## src/rtl/mult_div_unit.sv

```systemverilog
// mult_div_unit: multi-cycle multiply/divide unit holding the architectural
// HI/LO registers. Shift-add multiplier and restoring divider, one bit per
// cycle, magnitudes only; signs are applied in a final FIX cycle.
//
// Ports:
//   clk, rst        clock, synchronous active-high reset
//   start, op       begin op (00 MULTU, 01 MULT, 10 DIVU, 11 DIV) when idle
//   a, b            rs / rt operands, sampled only at the start edge
//   hi_we, lo_we    MTHI / MTLO write strobes, wdata is the write data
//   busy            operation in flight (RUN or FIX)
//   done            one-cycle pulse after HI/LO were written by a mult/div
//   div_by_zero     qualifies done when the divisor was zero
//   hi, lo          architectural HI / LO registers
module mult_div_unit #(
    parameter int N  = 32,
    parameter int CW = $clog2(N) + 1
) (
    input  logic         clk,
    input  logic         rst,
    input  logic         start,
    input  logic [1:0]   op,
    input  logic [N-1:0] a,
    input  logic [N-1:0] b,
    input  logic         hi_we,
    input  logic         lo_we,
    input  logic [N-1:0] wdata,
    output logic         busy,
    output logic         done,
    output logic         div_by_zero,
    output logic [N-1:0] hi,
    output logic [N-1:0] lo
);

    typedef enum logic [1:0] {
        S_IDLE,
        S_RUN,
        S_FIX,
        S_DONE
    } state_t;

    state_t          state_q, state_d;
    logic [CW-1:0]   cnt_q, cnt_d;
    logic [1:0]      op_q, op_d;
    // Multiplicand (multiply) or divisor (divide), as a magnitude.
    logic [N-1:0]    opx_q, opx_d;
    // Multiply: {carry, product}, multiplier in the low half at start.
    // Divide: {unused, remainder, quotient}, dividend in the low half at start.
    logic [2*N:0]    acc_q, acc_d;
    logic            qneg_q, qneg_d;
    logic            rneg_q, rneg_d;
    logic            dbz_q, dbz_d;
    logic [N-1:0]    hi_q, hi_d;
    logic [N-1:0]    lo_q, lo_d;

    logic [N-1:0]    abs_a, abs_b;
    logic [2*N:0]    mul_tmp;
    logic [N:0]      rem_sh;
    logic [N+1:0]    trial;
    logic [2*N-1:0]  prod;

    assign abs_a = (op[0] && a[N-1]) ? -a : a;
    assign abs_b = (op[0] && b[N-1]) ? -b : b;

    always_comb begin
        state_d = state_q;
        cnt_d   = cnt_q;
        op_d    = op_q;
        opx_d   = opx_q;
        acc_d   = acc_q;
        qneg_d  = qneg_q;
        rneg_d  = rneg_q;
        dbz_d   = dbz_q;
        hi_d    = hi_q;
        lo_d    = lo_q;
        mul_tmp = acc_q;
        rem_sh  = acc_q[2*N-1:N-1];
        trial   = {1'b0, rem_sh} - {2'b00, opx_q};
        prod    = acc_q[2*N-1:0];

        case (state_q)
            S_IDLE, S_DONE: begin
                state_d = S_IDLE;
                if (start) begin
                    op_d    = op;
                    opx_d   = op[1] ? abs_b : abs_a;
                    acc_d   = {{(N+1){1'b0}}, (op[1] ? abs_a : abs_b)};
                    qneg_d  = op[0] & (a[N-1] ^ b[N-1]);
                    rneg_d  = op[0] & a[N-1];
                    dbz_d   = op[1] & (b == '0);
                    cnt_d   = CW'(N);
                    state_d = S_RUN;
                end else begin
                    if (hi_we) hi_d = wdata;
                    if (lo_we) lo_d = wdata;
                end
            end
            S_RUN: begin
                if (op_q[1]) begin
                    if (!trial[N+1]) begin
                        acc_d = {1'b0, trial[N-1:0], acc_q[N-2:0], 1'b1};
                    end else begin
                        acc_d = {1'b0, rem_sh[N-1:0], acc_q[N-2:0], 1'b0};
                    end
                end else begin
                    if (acc_q[0]) begin
                        mul_tmp[2*N:N] = acc_q[2*N:N] + {1'b0, opx_q};
                    end
                    acc_d = mul_tmp >> 1;
                end
                cnt_d = cnt_q - 1'b1;
                if (cnt_q == CW'(1)) state_d = S_FIX;
            end
            S_FIX: begin
                if (op_q[1]) begin
                    // A zero divisor leaves |a| as remainder, so the
                    // remainder sign fix alone reproduces HI = a.
                    hi_d = rneg_q ? -acc_q[2*N-1:N] : acc_q[2*N-1:N];
                    if (dbz_q)       lo_d = '1;
                    else if (qneg_q) lo_d = -acc_q[N-1:0];
                    else             lo_d = acc_q[N-1:0];
                end else begin
                    if (qneg_q) prod = -acc_q[2*N-1:0];
                    hi_d = prod[2*N-1:N];
                    lo_d = prod[N-1:0];
                end
                state_d = S_DONE;
            end
            default: state_d = S_IDLE;
        endcase
    end

    always_ff @(posedge clk) begin
        if (rst) begin
            state_q <= S_IDLE;
            cnt_q   <= '0;
            op_q    <= '0;
            opx_q   <= '0;
            acc_q   <= '0;
            qneg_q  <= 1'b0;
            rneg_q  <= 1'b0;
            dbz_q   <= 1'b0;
            hi_q    <= '0;
            lo_q    <= '0;
        end else begin
            state_q <= state_d;
            cnt_q   <= cnt_d;
            op_q    <= op_d;
            opx_q   <= opx_d;
            acc_q   <= acc_d;
            qneg_q  <= qneg_d;
            rneg_q  <= rneg_d;
            dbz_q   <= dbz_d;
            hi_q    <= hi_d;
            lo_q    <= lo_d;
        end
    end

    assign busy        = (state_q == S_RUN) || (state_q == S_FIX);
    assign done        = (state_q == S_DONE);
    assign div_by_zero = (state_q == S_DONE) && dbz_q;
    assign hi          = hi_q;
    assign lo          = lo_q;

endmodule

```

## config.mk

```make
export PLATFORM = sky130hd
export DESIGN_NAME = mult_div_unit
export DESIGN_NICKNAME = d
export VERILOG_FILES = /design/src/rtl/mult_div_unit.sv
export SDC_FILE = /design/constraint.sdc
export NUM_CORES = 1
export LEC_CHECK = 0
export BUFFER_PORTS_ARGS = -buffer_cell sky130_fd_sc_hd__buf_2
export CAP_MARGIN = 10
export CORE_MARGIN = 4
export CORE_UTILIZATION = 55
export CTS_CLUSTER_DIAMETER = 40
export DETAILED_ROUTE_END_ITERATION = 6
export PLACE_DENSITY = 0.76
export SLEW_MARGIN = 20
export SYNTH_ARGS = -nofsm -noshare
export SYNTH_HDL_FRONTEND = slang
export SYNTH_SLANG_ARGS = --single-unit
export TNS_END_PERCENT = 30
```

## constraint.sdc

```tcl
create_clock -name clk -period 6.09 [get_ports clk]
set_input_delay 0.3045 -clock clk [delete_from_list [all_inputs] [get_ports clk]]
set_output_delay 0.3045 -clock clk [all_outputs]
set_load 0.01 [all_outputs]
```

Word-level counts from Yosys, hierarchy flattened
Index checks and enable logic that the tools add are counted.

storage, ports and cells
  register bits after elaboration = 174
  latch bits = 0
  RAM bits = 0
  memory bits (read-only) = 0
  input bits = 103
  output and inout port bits = 67
  word-level logic and storage cells = 70
  memories = 0

cells by class
  $add $sub $neg = 8
  $mul = 0
  divide/modulo/power cells = 0
  $lt $le $gt $ge = 0
  equality and inequality tests = 9
  shift-type cells = 0
  mux-type cells = 26
  bitwise operators = 4
  reductions and logical operators = 13

operators by type and width
  cell                                                  count
  2-to-1 mux 32 bit                                     13
  2-to-1 mux 65 bit                                     2
  case mux 65 bit (2 select lines)                      1
  2-to-1 mux 64 bit                                     2
  negation 32 bit                                       4
  case mux 32 bit (2 select lines)                      2
  negation 64 bit                                       1
  subtractor 33 x 32 -> 34 bit                          1
  adder 33 x 32 -> 33 bit                               1
  2-to-1 mux 33 bit                                     1
  logical NOT 32 bit                                    1
  case mux 6 bit (2 select lines)                       1
  != test 2 bit (second input constant)                 5
  equality test 6 x 1 -> 1 bit (second input constant)  1
  2-to-1 mux 6 bit                                      1
  case mux 2 bit (3 select lines)                       1
  AND reduction 3 bit                                   2
  subtractor 6 x 1 -> 6 bit (second input constant)     1
  equality test 2 bit (second input constant)           2
  AND reduction 2 bit                                   2
  nonzero test 2 bit                                    2
  AND 1 bit                                             3
  logical AND 1 bit                                     3
  equality test 2 x 1 -> 1 bit (second input constant)  1
  6 further kinds                                       6

Logic depth before layout (Yosys ltp)
Gate-level depths: netlist of the first run.

  word-level depth = 5
  mapped depth = 13
  mapped depth without buffers = 13

Least setup slack after synthesis of the first run
No wires, ideal clock.

  kind = reg2reg
  start = register acc_q[33]
  end = register acc_q[59]
  library setup time = 122 ps
  data arrival time = 3,025 ps
  data required time = 5,968 ps
  path slack = 2,943 ps
  stages on the path, launching flop included = 13
  buffers on the path = 1
  clock period less this slack = 3,147 ps
  path through = dfxtp_1 > clkbuf_1 > inv_1 > fa_1 > nor2b_1 > o2111ai_1 > a31oi_1 > nor2_1 > o31ai_1 > a211oi_1 > xnor2_1 > mux2_2 > a221o_1

between the ends
  cells in the longest elaborated chain, start to end = 4
  elaborated cells on any way between the ends = 6
  classes of those cells = add/sub: 2; mux: 4

RTL lines
  what                                                                            line     RTL
  start: declaration                                                              48       logic [2*N:0] acc_q, acc_d;
  start signal: assignment                                                        138      acc_q <= '0;
  start signal: assignment                                                        149      acc_q <= acc_d;
  adder 33 x 32 -> 33 bit / subtractor 33 x 32 -> 34 bit (equally long branches)  106, 77
  2-to-1 mux 33 bit / 2-to-1 mux 64 bit (equally long branches)                   105, 99
  2-to-1 mux 65 bit *                                                             98       if (op_q[1]) begin
  case mux 65 bit (2 select lines) *                                              80       case (state_q)

Mark *: on every way between the ends. The rest lies on a longest branch, timed or not.
A chain may end at the register's enable or synchronous reset.

Worst setup path after layout of the first run
  start = register acc_q[35]
  end = register acc_q[60]

The elaborated chain is that of the path after synthesis.

==> results.md, run 1 <==
- DR vias/cell: 6.57
- Final TNS setup: 0 ns
- Drt wl/cell: 23.4 um
- Critical Path Most Common Cell: a31o_2
- Die X: 174 um
- Max cap viols: 0
- Syn_nets: 2273
- Ports: 170
- Fmax: 244 MHz
- Vias in the first global route: 15100
- Clock sink count: 172
- Crit Path Max Fanout: 33
- Worst path slowest cell: a31o_2
- RePlAce Congestion: 1.03
- Clk Latency, worst-skew pair: 0.46 ns
- Hold Path Class: input pin to flip-flop
- Starting Density: 56.2%
- Worst Setup Start Kind: flip-flop
- Register area share after synthesis: 22.6%
- Initial antenna violation count: 0
- First-pass GRT wire length: 89900 um
- Number of port buffers: 169
- Number of CTS-inserted buffers: 17
- Syn. warnings: 0
- Worst setup path endpoint: acc_q[60]$_SDFFE_PP0P_
- Pre-CTS setup slack: 2.13 ns
- Arrival @ worst endpoint: 4.44 ns
- Layout area overhead: 10.8%
- Critical setup path kind: flip-flop to flip-flop
- Share of cells above drive strength 1: 13.4%
- Clock Skews: 0.0243 ns
- Vias: 16800
- Tightest Pin Transition: 1.02 ns
- Worst Hold Depth: 3
- Primary FF master, synth: dfxtp_1
- Async S/R FF share, synth: 0%
- Tcrit/Tclk final: 67.3%
- Status: finished, final reports clean
- WP buf/inv: 0
- Final-stage net count: 2342
- Die ar.: 0.0304 mm^2
- Power per cell area: 405 mW/mm^2
- Pin count of the biggest net entering global routing: 79
- Final Critical Period: 4.10 ns
- FF-to-FF setup slack: 1.99 ns
- Synth cell types: 90
- Die span in y: 174 um
- Mapped Cells: 2095
- 1st-pass router iterations: 5
- Clk root buf: clkbuf_16
- DRC violations left: 0
- H-tree depth: 4
- Final Setup Violations: 0
- GRT Util Overall: 37.5%
- RSZ-0062 raised after global routing: no
- Reg2Reg Depth: 9
- Core box area: 0.0271 mm^2
- Slew Limit Headroom: 31.4%
- Leakage: 7.01 nW
- Number of synthesized flops with an enable pin: 0
- Hold-fix buffers, CTS: 0
- Maximum buffer depth of the clock tree: 2
- Cells along the critical path: ha_1, a21o_1, a31o_2, nor3_1, o21ai_1, a31oi_1, a31o_2, o311ai_0, a32o_1
- Worst endpoint required time: 6.43 ns
- Post-route ant nets: 0
- Reg2Reg Capture Point: acc_q[60]$_SDFFE_PP0P_
- Post-CTS Resized: 0
- Worst setup startpoint: acc_q[35]$_SDFFE_PP0P_
- Total global routing overflow: 0
- Avg Inst Size Synth: 7.27 um^2
- Final WL: 59600 um
- Hold Vio Cnt, Final: 0
- Launch point of the worst reg-to-reg path: acc_q[35]$_SDFFE_PP0P_
- CTS tree: yes
- Tot Pwr: 6.83 mW
- Fillers: 2515
- Slew Viols, Final: 0
- Setup Fix Bufs, Post-CTS: 0
- Crit. End Element: flip-flop
- Worst VDD drop: 186 uV
- CP max stage delay: 0.79 ns
- Crit. path cell count: 9
- Detailed Route Iter0 Violations: 1993
- Mapped cell area: 0.0152 mm^2
- Final setup margin: 1.99 ns
- Antenna fix cells: 0
- Row cnt: 60
- Detail Placement HPWL: 44800 um
- Clk slew on worst S/H paths: 0.09 ns
- Largest delay share family, worst path: compound AO/OA/AOI/OAI gates
- #FFs+latches synth: 172
worst reg2reg max path, stage by stage (launching register included):
cell and delay (ns):
dfxtp_1 0.58, ha_1 0.37, a21o_1 0.21, a31o_2 0.23
nor3_1 0.33, o21ai_1 0.21, a31oi_1 0.68, a31o_2 0.79
o311ai_0 0.29, a32o_1 0.30
how the worst min path moves through the flow:
stage                           start                      to  slack, ns
2_1_floorplan  opx_q[15]$_SDFFE_PP0P_  opx_q[15]$_SDFFE_PP0P_       0.45
3_3_place_gp      hi[24]$_SDFFE_PP0P_     hi[24]$_SDFFE_PP0P_       0.43
3_5_place_dp       hi[0]$_SDFFE_PP0P_      hi[0]$_SDFFE_PP0P_       0.43
4_1_cts                      wdata[6]      hi[6]$_SDFFE_PP0P_       0.16
5_1_grt                      wdata[6]      hi[6]$_SDFFE_PP0P_       0.20
6_report                     wdata[6]      hi[6]$_SDFFE_PP0P_       0.18
cell usage after synthesis, drive strengths merged (5+ instances only):
master / instances / share of area [%]
o221ai: 11 / 0.63
o41ai: 16 / 1.1
or3: 22 / 0.97
or4: 20 / 1.1
and3: 17 / 0.70
a22o: 20 / 1.2
a211o: 6 / 0.35
a31oi: 24 / 1.0
o21bai: 6 / 0.30
mux2: 23 / 1.7
and2: 15 / 0.62
a21oi: 233 / 7.7
mux2i: 34 / 2.2
a221oi: 9 / 0.52
nor2b: 13 / 0.53
or2: 7 / 0.29
a21o: 31 / 1.5
nand2: 241 / 6.0
inv: 76 / 1.9
nor2: 210 / 5.2
nand2b: 15 / 0.62
a31o: 6 / 0.35
xor2: 76 / 4.4
a32o: 6 / 0.39
clkbuf: 125 / 3.1
a221o: 5 / 0.33
dfxtp: 172 / 23
a311oi: 10 / 0.58
o21a: 9 / 0.44
a21boi: 5 / 0.25
o311ai: 5 / 0.29
nand3: 34 / 1.1
a22oi: 10 / 0.49
xnor2: 92 / 5.3
nand4: 13 / 0.58
a211oi: 77 / 3.8
ha: 73 / 6.0
buf: 20 / 0.64
nor4: 17 / 0.74
o31ai: 30 / 1.5
o211ai: 40 / 2.0
nor3: 56 / 1.9
o21ai: 111 / 3.7
per-stage QoR:
step | instance area, um^2 | hold WS, ns | std cells | utilization, %
floorplan | 15200 | 0.449 | 2095 | -
global placement | 16200 | 0.431 | 2516 | 59.8
detailed placement | 16200 | 0.434 | 2516 | 59.8
CTS | 16800 | 0.159 | 2548 | 62.1
global route | 16900 | 0.195 | 2549 | 62.2
finish | 16900 | 0.175 | 2549 | 62.2
layer usage:
layer  vias up  track usage (%)  wire length [um]
li1       7778                -                 -
met1      7797             50.8             24800
met2      1012             56.4             25100
met3       171             6.63              5860
met4         0             21.1              3800
met5         -                0                 0
layout by cell type, fill, tap and decap left out, types with 9 or more instances in the layout:
cell,n
a22oi_1,10
nor2b_1,13
xor2_1,76
nand2_1,240
o221ai_1,11
nand3_1,34
or3_1,20
a22o_1,20
mux2_2,23
clkbuf_16,17
xnor2_1,92
buf_4,26
o21a_1,9
a311oi_1,10
a31oi_1,23
ha_1,72
o21ai_0,106
mux2i_1,34
a221oi_1,9
nor4_1,16
nor2_1,209
dfxtp_1,171
a211oi_1,77
a21o_1,31
buf_2,168
o41ai_1,14
and2_1,14
nand4_1,12
a21oi_1,230
o211ai_1,40
nand2b_1,15
o31ai_1,30
or4_1,16
and3_1,17
nor3_1,55
inv_1,76
cell families (layout without fill, tap and decap cells):
group	Yosys count	after routing	synth area share, %
compound gates	703	703	30.3
simple gates	698	698	21.6
buf+inv	222	304	5.62
flops	172	172	22.6
xor+xnor	168	168	9.66
fa+ha+maj	75	75	6.26
mux	57	57	3.94
report_power, final:
| group | leakage (nW) | internal, mW | total, mW | switching [mW] |
|---|---|---|---|---|
| Clock | 0.299 | 0.569 | 1.19 | 0.617 |
| Combinational | 5.31 | 1.40 | 3.83 | 2.43 |
| Sequential | 1.41 | 1.42 | 1.81 | 0.388 |
| Total | 7.01 | 3.39 | 6.83 | 3.44 |
final cells by class:
class | instances | area (um^2) | share of cell area, %
Clock buffer | 17 | 425 | 2.52
Clock inverter | 15 | 213 | 1.26
Inverter | 77 | 289 | 1.71
Multi-Input combinational cell | 1701 | 11000 | 65.0
Sequential cell | 172 | 3450 | 20.4
Tap cell | 372 | 465 | 2.76
Timing Repair Buffer | 195 | 1060 | 6.30
sequential cells by signal, indices dropped and copies added, names as in the netlist:
register	flops
dbz_q	1
opx_q	32
op_q	1
qneg_q	1
hi	32
cnt_q	6
state_q	2
lo	32
acc_q	64
rneg_q	1
(Power assumes the default switching activity.)
==> run 2: changes to the inputs <==
==> constraint.sdc (replaced) <==
create_clock -name clk -period 3.8 [get_ports clk]
set_input_delay 0.19 -clock clk [delete_from_list [all_inputs] [get_ports clk]]
set_output_delay 0.19 -clock clk [all_outputs]
set_load 0.01 [all_outputs]
==> results.md, run 2 (synthesis results as in run 1) <==
- Clock Skews: 0.0204 ns
- Pre-CTS setup slack: 0.0835 ns
- Fillers: 2476
- RSZ-0062 raised after global routing: no
- Antenna fix cells: 0
- Layout area overhead: 13.5%
- Slew Limit Headroom: 33.7%
- Hold Vio Cnt, Final: 0
- Starting Density: 56.2%
- Post-CTS Resized: 0
- Die span in y: 174 um
- Ports: 170
- Arrival @ worst endpoint: 3.91 ns
- Status: finished, final reports clean
- Detailed Route Iter0 Violations: 2180
- Total global routing overflow: 0
- DR vias/cell: 6.57
- H-tree depth: 4
- Clk slew on worst S/H paths: 0.09 ns
- First-pass GRT wire length: 90200 um
- DRC violations left: 0
- Final-stage net count: 2394
- Uppermost layer routed: met4
- Setup Fix Bufs, Post-CTS: 0
- Vias: 17100
- Number of CTS-inserted buffers: 17
- Final TNS setup: 0 ns
- RePlAce Congestion: 1.03
- Worst Setup Start Kind: flip-flop
- Max cap viols: 0
- Pin count of the biggest net entering global routing: 78
- Die X: 174 um
- Vias in the first global route: 15400
- Number of port buffers: 169
- Hold Path Class: input pin to flip-flop
- Reg2Reg Depth: 11
- Post-layout util: 63.7%
- Maximum buffer depth of the clock tree: 2
- Max reg flops: 64
- Tcrit/Tclk final: 94.1%
- Met2 Routed Length: 25400 um
- Initial antenna violation count: 0
- Worst Hold Depth: 3
- Final WL: 59400 um
- Final setup margin: 0.225 ns
- Row cnt: 60
- FF-to-FF setup slack: 0.22 ns
- Fmax: 280 MHz
- Most flops, register: acc_q
- Tightest Pin Transition: 0.989 ns
- Clk Latency, worst-skew pair: 0.45 ns
- Metal-1 WL: 24600 um
- Drt wl/cell: 22.9 um
- Leakage: 7.29 nW
- Power per cell area: 647 mW/mm^2
- Clk root buf: clkbuf_16
- Metal3 WL: 6070 um
- Commonest cells after routing, fill and taps aside: nand2_1 (240), a21oi_1 (230), nor2_1 (209)
- Clock sink count: 172
- Post-route ant nets: 0
- Share of cells above drive strength 1: 15.5%
- Crit Path Max Fanout: 22
- Hold-fix buffers, CTS: 0
- Die ar.: 0.0304 mm^2
- CTS tree: yes
- GRT Util Overall: 37.4%
- Final hold slack: 0.101 ns
- Detail Placement HPWL: 46000 um
- Worst VDD drop: 356 uV
- Crit. End Element: flip-flop
- Worst endpoint required time: 4.13 ns
- Critical setup path kind: flip-flop to flip-flop
- Final Setup Violations: 0
- 1st-pass router iterations: 6
- Slew Viols, Final: 0
- Final Critical Period: 3.58 ns
- Core box area: 0.0271 mm^2
- Commonest non-fill, non-tap cell in the layout: nand2_1
## run 2: path summary, 6_finish.rpt
path | start | endpoint
max | opx_q[8]$_SDFFE_PP0P_ | acc_q[60]$_SDFFE_PP0P_
min | wdata[4] | hi[4]$_SDFFE_PP0P_
max reg2reg | opx_q[8]$_SDFFE_PP0P_ | acc_q[60]$_SDFFE_PP0P_
min reg2reg | hi[24]$_SDFFE_PP0P_ | hi[24]$_SDFFE_PP0P_
## run 2: power by group
group | internal (mW) | switching (mW)
clock | 0.917 | 0.975
sequential | 2.27 | 0.581
combinational | 2.40 | 4.03
## run 2: cell type report
type / instances / area (um^2) / share of cell area [%]
multi-input cells: 1701 / 11000 / 63.5
flip-flops and latches: 172 / 3450 / 20.0
repair buffers: 247 / 1460 / 8.45
well taps: 372 / 465 / 2.69
clock buffers: 17 / 425 / 2.46
inverters: 77 / 289 / 1.67
clock inverters: 15 / 211 / 1.22
## run 2: critical path, stage by stage (launching register included)
cell and delay [ns]:
dfxtp_1 0.38, inv_1 0.06, ha_1 0.40, a21oi_1 0.49, nand2_1 0.09, nor3_1 0.41
o21ai_1 0.22, a31oi_2 0.44, a31o_2 0.28, buf_12 0.18, o311ai_0 0.16, a32o_1 0.34
## run 2: metrics by stage
stage,power [mW],std cells,instance area (um^2)
floorplan,7.03,2095,15200
global placement,9.00,2569,16600
detailed placement,9.08,2569,16600
global route,11.8,2601,17300
finish,11.2,2601,17300
CTS,11.0,2601,17300
## run 2: routing by layer
metal  GRT usage [%]  up-vias
met2            56.9     1032
met5               0        -
met1            51.3     8028
met4            19.0        0
li1                -     7890
met3            6.09      146
